File: src/rtl/lb2apb.sv
// Local-bus to APB4 master bridge: one APB transfer per local-bus write/read
// request, with a programmable pready timeout so a dead slave cannot hang the initiator.
module lb2apb #(
  parameter int ADDR_W  = 16,
  parameter int DATA_W  = 32,
  parameter int STRB_W  = DATA_W / 8,
  parameter int TIMEOUT = 256
) (
  input  logic              clk,
  input  logic              rst,
  input  logic [ADDR_W-1:0] waddr,
  input  logic [DATA_W-1:0] wdata,
  input  logic [STRB_W-1:0] wstrb,
  input  logic              wen,
  output logic              wready,
  input  logic [ADDR_W-1:0] raddr,
  input  logic              ren,
  output logic [DATA_W-1:0] rdata,
  output logic              rvalid,
  output logic              err,
  output logic              psel,
  output logic              penable,
  output logic              pwrite,
  output logic [ADDR_W-1:0] paddr,
  output logic [DATA_W-1:0] pwdata,
  output logic [STRB_W-1:0] pstrb,
  input  logic [DATA_W-1:0] prdata,
  input  logic              pready,
  input  logic              pslverr
);

  localparam logic [1:0] IDLE   = 2'd0;
  localparam logic [1:0] SETUP  = 2'd1;
  localparam logic [1:0] ACCESS = 2'd2;
  localparam logic [1:0] DONE   = 2'd3;

  localparam int CNT_W = (TIMEOUT > 0) ? $clog2(TIMEOUT + 1) : 1;
  localparam logic [CNT_W-1:0] TMO_C = CNT_W'(TIMEOUT);

  logic [1:0]       state_r;
  logic [CNT_W-1:0] cnt_r;
  logic [CNT_W-1:0] cnt_inc_s;
  logic             timeout_s;

  // Next wait count and abort decision for the current ACCESS cycle.
  always_comb begin
    cnt_inc_s = cnt_r + CNT_W'(1'b1);
    if (TIMEOUT > 0) begin
      timeout_s = (cnt_inc_s == TMO_C);
    end else begin
      timeout_s = 1'b0;
    end
  end

  // Bridge FSM; every output is a register updated here.
  always_ff @(posedge clk) begin
    if (rst) begin
      state_r <= IDLE;
      cnt_r   <= '0;
      psel    <= 1'b0;
      penable <= 1'b0;
      pwrite  <= 1'b0;
      paddr   <= '0;
      pwdata  <= '0;
      pstrb   <= '0;
      rdata   <= '0;
      wready  <= 1'b0;
      rvalid  <= 1'b0;
      err     <= 1'b0;
    end else begin
      case (state_r)
        IDLE: begin
          // Writes win a tie; a held read is picked up on a later pass.
          if (wen) begin
            paddr   <= waddr;
            pwdata  <= wdata;
            pstrb   <= wstrb;
            pwrite  <= 1'b1;
            psel    <= 1'b1;
            cnt_r   <= '0;
            state_r <= SETUP;
          end else if (ren) begin
            paddr   <= raddr;
            pstrb   <= '0;
            pwrite  <= 1'b0;
            psel    <= 1'b1;
            cnt_r   <= '0;
            state_r <= SETUP;
          end
        end
        SETUP: begin
          penable <= 1'b1;
          state_r <= ACCESS;
        end
        ACCESS: begin
          if (pready) begin
            psel    <= 1'b0;
            penable <= 1'b0;
            if (!pwrite) begin
              rdata <= prdata;
            end
            err     <= pslverr;
            wready  <= pwrite;
            rvalid  <= ~pwrite;
            state_r <= DONE;
          end else if (timeout_s) begin
            psel    <= 1'b0;
            penable <= 1'b0;
            if (!pwrite) begin
              rdata <= '0;
            end
            err     <= 1'b1;
            wready  <= pwrite;
            rvalid  <= ~pwrite;
            state_r <= DONE;
          end else begin
            cnt_r <= cnt_inc_s;
          end
        end
        DONE: begin
          wready  <= 1'b0;
          rvalid  <= 1'b0;
          err     <= 1'b0;
          state_r <= IDLE;
        end
        default: begin
          psel    <= 1'b0;
          penable <= 1'b0;
          wready  <= 1'b0;
          rvalid  <= 1'b0;
          err     <= 1'b0;
          state_r <= IDLE;
        end
      endcase
    end
  end

endmodule

File: config.mk
export PLATFORM = sky130hd
export DESIGN_NAME = lb2apb
export DESIGN_NICKNAME = d
export VERILOG_FILES = /design/src/rtl/lb2apb.sv
export SDC_FILE = /design/constraint.sdc
export NUM_CORES = 1
export LEC_CHECK = 0
export CORE_MARGIN = 4
export CORE_UTILIZATION = 30
export CTS_CLUSTER_DIAMETER = 100
export DETAILED_ROUTE_END_ITERATION = 16
export SLEW_MARGIN = 25
export SYNTH_ARGS = -nofsm -noshare
export SYNTH_HDL_FRONTEND = slang
export SYNTH_SLANG_ARGS = --single-unit
File: constraint.sdc
create_clock -name clk -period 2.65 [get_ports clk]
set_clock_uncertainty 0.1 [all_clocks]
set_input_delay 0.3975 -clock clk [delete_from_list [all_inputs] [get_ports clk]]
set_output_delay 0.3975 -clock clk [all_outputs]
set_load 0.005 [all_outputs]
==> results of run 1 <==
## registers in the layout, indices dropped and copies added, names as in the netlist
register  cells
pwdata       32
state_r       2
wready        1
rvalid        1
paddr        16
cnt_r         9
penable       1
pwrite        1
rdata        32
psel          1
pstrb         4
err           1
## cell type report
class | instances | share of cell area, %
Sequential cell | 101 | 30.5
Multi-Input combinational cell | 345 | 29.3
Inverter | 11 | 0.624
Clock buffer | 11 | 3.82
Timing Repair Buffer | 210 | 31.5
Tap cell | 176 | 3.33
Clock inverter | 5 | 0.850
## through the flow
stage,total power [mW],worst slack (ns)
floorplan,2.69,0.560
detailed placement,3.65,0.230
CTS,5.05,0.233
global placement,3.63,0.314
global route,5.30,0.151
finish,4.97,0.298
## power by group
part	leakage (nW)	internal (mW)	total, mW	switching (mW)
sequential	0.825	1.80	1.96	0.159
clock	0.152	0.784	1.37	0.589
combinational	1.43	0.903	1.64	0.735
total	2.40	3.49	4.97	1.48
## worst max-delay path by stage
stage                     depth (start not counted)                      end  slack (ns)
after global routing                              7  state_r[0]$_SDFFE_PP0P_        0.15
after global placement                            6    cnt_r[3]$_SDFFE_PP0P_        0.31
final                                             7    cnt_r[3]$_SDFFE_PP0P_        0.30
after CTS                                         7    cnt_r[4]$_SDFFE_PP0P_        0.23
after floorplan                                   7    cnt_r[3]$_SDFFE_PP0P_        0.56
after detailed placement                          7    cnt_r[4]$_SDFFE_PP0P_        0.23
## kinds of logic (layout without fill, tap and decap cells)
| kind of cell | Yosys count | after routing | share of synthesized area [%] |
|---|---|---|---|
| AO/OA/AOI/OAI | 120 | 120 | 18.4 |
| buffers and inverters | 51 | 237 | 4.87 |
| flip-flops | 101 | 101 | 48.6 |
| AND/OR/NAND/NOR | 197 | 197 | 21.2 |
| multiplexers | 20 | 20 | 4.81 |
| adder cells (fa/ha/maj) | 5 | 5 | 1.50 |
| XOR/XNOR | 3 | 3 | 0.631 |
## critical path, cell delays in order (launching register included)
cell,delay [ns]
dfxtp_1,0.43
ha_1,0.32
nand2_1,0.10
xor2_1,0.18
o41ai_4,0.38
a311oi_2,0.24
a2111o_1,0.45
o31ai_1,0.06
## cell usage in the layout (no fill, tap or decap), drive strengths merged, types with 3 or more instances in the layout
cell           count
nor2b              3
dfxtp            101
ha                 5
o31ai              3
nand3             37
nand2            104
a211oi            17
a22oi              4
nand4              3
or3                3
mux2i             20
clkdlybuf4s50    194
buf               16
xor2               3
clkbuf            11
nand2b             5
a31oi              3
o21ai              6
inv               12
and3               3
nor2              25
and2               4
a21oi             69
o32ai              6
## repair_timing
action,in CTS,in global routing
buffers inserted,0,2
hold endpoints to repair,0,0
endpoints found under the setup margin,0,1
## routing by layer
metal | share of wire [%] | GRT usage (%) | vias to the layer above
met4 | 2.3 | 6.44 | 0
li1 | - | - | 2076
met3 | 8.0 | 5.33 | 22
met5 | 0 | 0 | -
met1 | 44 | 19.2 | 1932
met2 | 46 | 26.3 | 145
==> out/qor.txt, run 1 <==
worst setup path startpoint - cnt_r[0]$_SDFFE_PP0P_
DRT antenna net count - 0
gp weighted congestion - 0.810
Fin. Hold Viols - 0
status - completed
# rows - 42
WHS Endpoint - rdata[17]$_SDFFE_PP0P_
Seq. cell area - 2020 sq um
HP Class - input port to flip-flop
top cells by area, synth - dfxtp_1 49%, nand2_1 9.4%, a21oi_1 8.3%, mux2i_1 4.8%, nand3_1 4.3%
worst reg2reg endpoint - cnt_r[3]$_SDFFE_PP0P_
initial antenna violation count - 0
share of cells above drive strength 1 - 6.00%
ys flop type - dfxtp_1
maximum clock insertion buffer count - 2
Clk Latency, worst-skew pair - 0.35 ns
Worst-path clk slew - 0.07 ns
Reg2Reg Depth - 7
Worst setup SP type - flip-flop
# DRC - 0
EDFF count, synth - 0
CTS tree - yes
Port Buffers - 195
Vias - 4175
area leader, netlist - dfxtp_1
worst hold slack - 0.344 ns
final setup TNS - 0 ns
RSZ-0062 raised after global routing - false
worst r2r src - cnt_r[0]$_SDFFE_PP0P_
CTS Root Cell - clkbuf_16
R2R setup slack - 0.30 ns
crit path max fanout - 8
die span in y - 126 microns
CP required - 2.81 ns
Hold Crit Depth - 2
Post-synth top cells - 104 x nand2_1, 101 x dfxtp_1, 69 x a21oi_1
fin. max-slew vios - 0
power density cells - 751 nW/um^2
Unique masters post-synth - 47
cells after synthesis - 497
Vias/cell - 4.86
die width - 126 microns
period utilization - 88.8%
Final Critical Period - 2.35 ns
FILL cells - 1287
max-cap violations - 0
Mapped Avg Cell Area - 8.38 sq um
ant diodes - 0
post_cts resized - 0
DR iter-0 viols - 250
effective utilization at floorplan - 31.1%
# clock sinks - 101
Worst EP arrival - 2.51 ns
Core Region - 13400 sq um
Synth Cell Area - 4160 sq um
min-delay src - rst
most numerous cell in the Yosys netlist - nand2_1
Post-DP Area - 6300 sq um
cts hold-fix bufs - 0
Area Overhead vs Synth - 59.0%
Synth top area share - 48.6%
per-cell routed wire length - 14.9 microns
Finished Cell Area - 6620 sq um
Overflow after GRT - 0
Ports - 196
Syn Nets - 608
Routed WL - 12800 microns
Final HPWL DP - 9360 microns
Total Routing Usage GR - 16.0%
post-layout util - 49.4%
Seq/Total Area, Yosys - 48.6%
DRT Pass-1 Iters - 4
largest net degree at the start of global routing - 41
Ys Warns - 0
Worst-Margin Slew - 0.690 ns
Placed Cells - 841
H-Tree Depth - 3
flops & latches, synth - 101
CTS buffer count - 9
Die ar. - 15800 sq um
Critical Path End Type - flip-flop
Layout Nets - 789
Pleak - 2.40 nW
max frequency - 425 MHz
Max IR drop VDD - 0.348 mV
Cell Count, Final, Fillers Out - 859
multi-input logic area - 1940 sq um
vias in the first global route - 4096
final setup fails - 0
critical path class - flip-flop to flip-flop
ys async rst share - 0%
global-route wire length before repair - 20700 microns
slew margin rel. - 53.5%
(Power assumes the default switching activity.)
==> inputs of run 2 (changes only) <==
--- a/config.mk
+++ b/config.mk
@@ -9,6 +9,7 @@
 export CORE_UTILIZATION = 30
 export CTS_CLUSTER_DIAMETER = 100
 export DETAILED_ROUTE_END_ITERATION = 16
+export GPL_TIMING_DRIVEN = 0
 export SLEW_MARGIN = 25
 export SYNTH_ARGS = -nofsm -noshare
 export SYNTH_HDL_FRONTEND = slang
==> constraint.sdc (replaced) <==
create_clock -name clk -period 2.08 [get_ports clk]
set_clock_uncertainty 0.1 [all_clocks]
set_input_delay 0.312 -clock clk [delete_from_list [all_inputs] [get_ports clk]]
set_output_delay 0.312 -clock clk [all_outputs]
set_load 0.005 [all_outputs]
==> run 2 against run 1 <==
The run now ends with negative setup slack left. Critical path depth grew 4. Clock-buffer cell count grew 1. Utilization grew 2.7 points. Clock power grew 13%. Largest cell class unchanged. Highest routed layer unchanged.
==> out/qor.txt, run 2 (synthesis gave the netlist of run 1 again) <==
Final HPWL DP - 10200 microns (+8.6%)
Overflow after GRT - 0 (unchanged)
commonest non-fill, non-tap cell in the layout - clkdlybuf4s50_1
worst hold slack - 0.352 ns (+0.00843 ns)
Largest regs - pwdata x32, rdata x32, paddr x16
H-Tree Depth - 3 (unchanged)
DRT Pass-1 Iters - 4 (unchanged)
Total Routing Usage GR - 16.3% (+0.36 points)
share of cells above drive strength 1 - 11.7% (+5.7 points)
cts hold-fix bufs - 0 (unchanged)
Vias/cell - 4.76 (-2.0%)
maximum clock insertion buffer count - 2 (unchanged)
Worst-path clk slew - 0.06 ns (about the same)
vias in the first global route - 4236 (+3.4%)
Ports - 196 (unchanged)
die span in y - 126 microns (unchanged)
slew margin rel. - 53.8% (+0.28 points)
Seq. cell area - 2030 sq um (+0.43%)
ant diodes - 0 (unchanged)
Fin. Hold Viols - 0 (unchanged)
failing checks - negative setup slack
Layout Nets - 827 (+4.8%)
crit path max fanout - 7 (-1)
Placed Cells - 868 (+3.2%)
P_sw - 1.92 mW (+30%)
Worst setup SP type - flip-flop
Vias - 4261 (+2.1%)
Max IR drop VDD - 0.423 mV (+22%)
Final Critical Period - 2.09 ns (-0.258 ns)
post-layout util - 52.1% (+2.7 points)
Worst-Margin Slew - 0.685 ns (-0.00414 ns)
Worst EP arrival - 2.21 ns (-0.30 ns)
fin. max-slew vios - 0 (unchanged)
CTS tree - yes
per-cell routed wire length - 15.0 microns (+0.65%)
Cell Count, Final, Fillers Out - 895 (+4.2%)
max frequency - 477 MHz (+12%)
# DRC - 0 (unchanged)
multi-input logic area - 2130 sq um (+9.7%)
Power Internal - 4.38 mW (+26%)
Die ar. - 15800 sq um (unchanged)
DR iter-0 viols - 196 (-22%)
Port Buffers - 195 (unchanged)
Net Sw Frac - 30.5% (+0.68 points)
critical path class - flip-flop to flip-flop
CP required - 2.19 ns (-0.62 ns)
largest net degree at the start of global routing - 15 (-63%)
# clock sinks - 101 (unchanged)
sequential share of power - 39.8% (+0.3 points)
Setup WS post-layout - -0.0145 ns (-0.312 ns)
gp weighted congestion - 0.818 (+0.98%)
Critical Path End Type - flip-flop
global-route wire length before repair - 21200 microns (+2.8%)
clock power share - 24.5% (-3.1 points)
CTS buffer count - 9 (unchanged)
Logic pwr share - 35.7% (+2.8 points)
Core Region - 13400 sq um (unchanged)
power density cells - 902 nW/um^2 (+20%)
Routed WL - 13500 microns (+4.9%)
most frequent cells in the layout - 195 x clkdlybuf4s50_1, 98 x dfxtp_1, 94 x nand2_1
RSZ-0062 raised after global routing - true
# rows - 42 (unchanged)
effective utilization at floorplan - 31.1% (unchanged)
status - complete, but fails checks
initial antenna violation count - 0 (unchanged)
die width - 126 microns (unchanged)
period utilization - 101% (+12 points)
Pleak - 2.53 nW (+5.2%)
FILL cells - 1263 (-1.9%)
CTS Root Cell - clkbuf_16
final setup fails - 9 (+9)
DRT antenna net count - 0 (unchanged)
HP Class - flip-flop to flip-flop
Area Overhead vs Synth - 67.8%
Clk Latency, worst-skew pair - 0.34 ns (about the same)
max-cap violations - 0 (unchanged)
-- run 2: cell count changes in the layout (fill, tap and decap cells not counted), moves of 6 or more --
cell	before	now
buf_4	14	8
buf_6	0	8
clkbuf_1	0	19
clkbuf_2	0	7
nand2_1	104	94
nand2_2	0	8
-- run 2: layout make-up --
class | count | area share, %
well taps | 176 | 3.15
plain buffers | 40 | 3.17
inverters | 11 | 0.591
clock buffers | 12 | 3.67
multi-input cells | 345 | 30.5
flip-flops and latches | 101 | 29.1
clock inverters | 2 | 0.143
repair buffers | 208 | 29.7
-- run 2: power groups by stage --
| stage | Sequential, mW | Combinational, mW | Clock, mW |
|---|---|---|---|
| finish | 2.51 | 2.25 | 1.55 |
| global route | 2.55 | 2.49 | 1.67 |
| CTS | 2.51 | 2.15 | 1.61 |
| detailed placement | 2.54 | 2.09 | 0 |
| global placement | 2.52 | 2.07 | 0 |
| floorplan | 2.55 | 0.876 | 0 |
-- run 2: path summary, 6_finish.rpt --
| check | start | to | slack [ns] | cells after the start |
|---|---|---|---|---|
| worst max-delay path | cnt_r[0]$_SDFFE_PP0P_ | rdata[9]$_SDFFE_PP0P_ | -0.01 | 11 |
| worst min-delay path | pwdata[9]$_SDFFE_PP0P_ | pwdata[9]$_SDFFE_PP0P_ | 0.35 | 2 |
| worst max register to register | cnt_r[0]$_SDFFE_PP0P_ | rdata[9]$_SDFFE_PP0P_ | -0.01 | 11 |
| worst min register to register | pwdata[9]$_SDFFE_PP0P_ | pwdata[9]$_SDFFE_PP0P_ | 0.35 | 2 |
-- run 2: repair_timing --
item,4_1_cts,5_1_grt
setup buffers,2,8
cloned,0,3
pin swaps,4,9
setup endpoints to repair,44,81
resized for setup,15,65
-- run 2: worst max-delay path, stage by stage (launching register included) --
cell and delay, ns:
dfxtp_4 0.38, ha_4 0.18, nand2_4 0.06, xor2_2 0.15, o41ai_4 0.28, buf_4 0.20, buf_6 0.11, a31oi_4 0.08
buf_12 0.16, buf_8 0.12, nand2_1 0.06, a21oi_1 0.07
-- run 2: metal layers --
| layer | share of wire, % | up-vias | GRT usage (%) |
|---|---|---|---|
| met5 | 0 | - | 0 |
| met4 | 0.60 | 0 | 5.11 |
| met3 | 7.1 | 5 | 5.29 |
| met2 | 49 | 123 | 27.5 |
| met1 | 43 | 1979 | 19.9 |
| li1 | - | 2154 | - |
-- run 2: per-stage QoR --
stage	cell area, sq um	setup slack, ns	TNS, ns	power [mW]
after floorplan	4180	0.0600	0	3.43
after global placement	6350	-0.356	-23.77	4.60
after detailed placement	6350	-0.366	-25.42	4.63
after CTS	6680	-0.00177	-0.00177	6.26
after global routing	6990	-0.0785	-1.98	6.72
final	6990	-0.0145	-0.0360	6.30
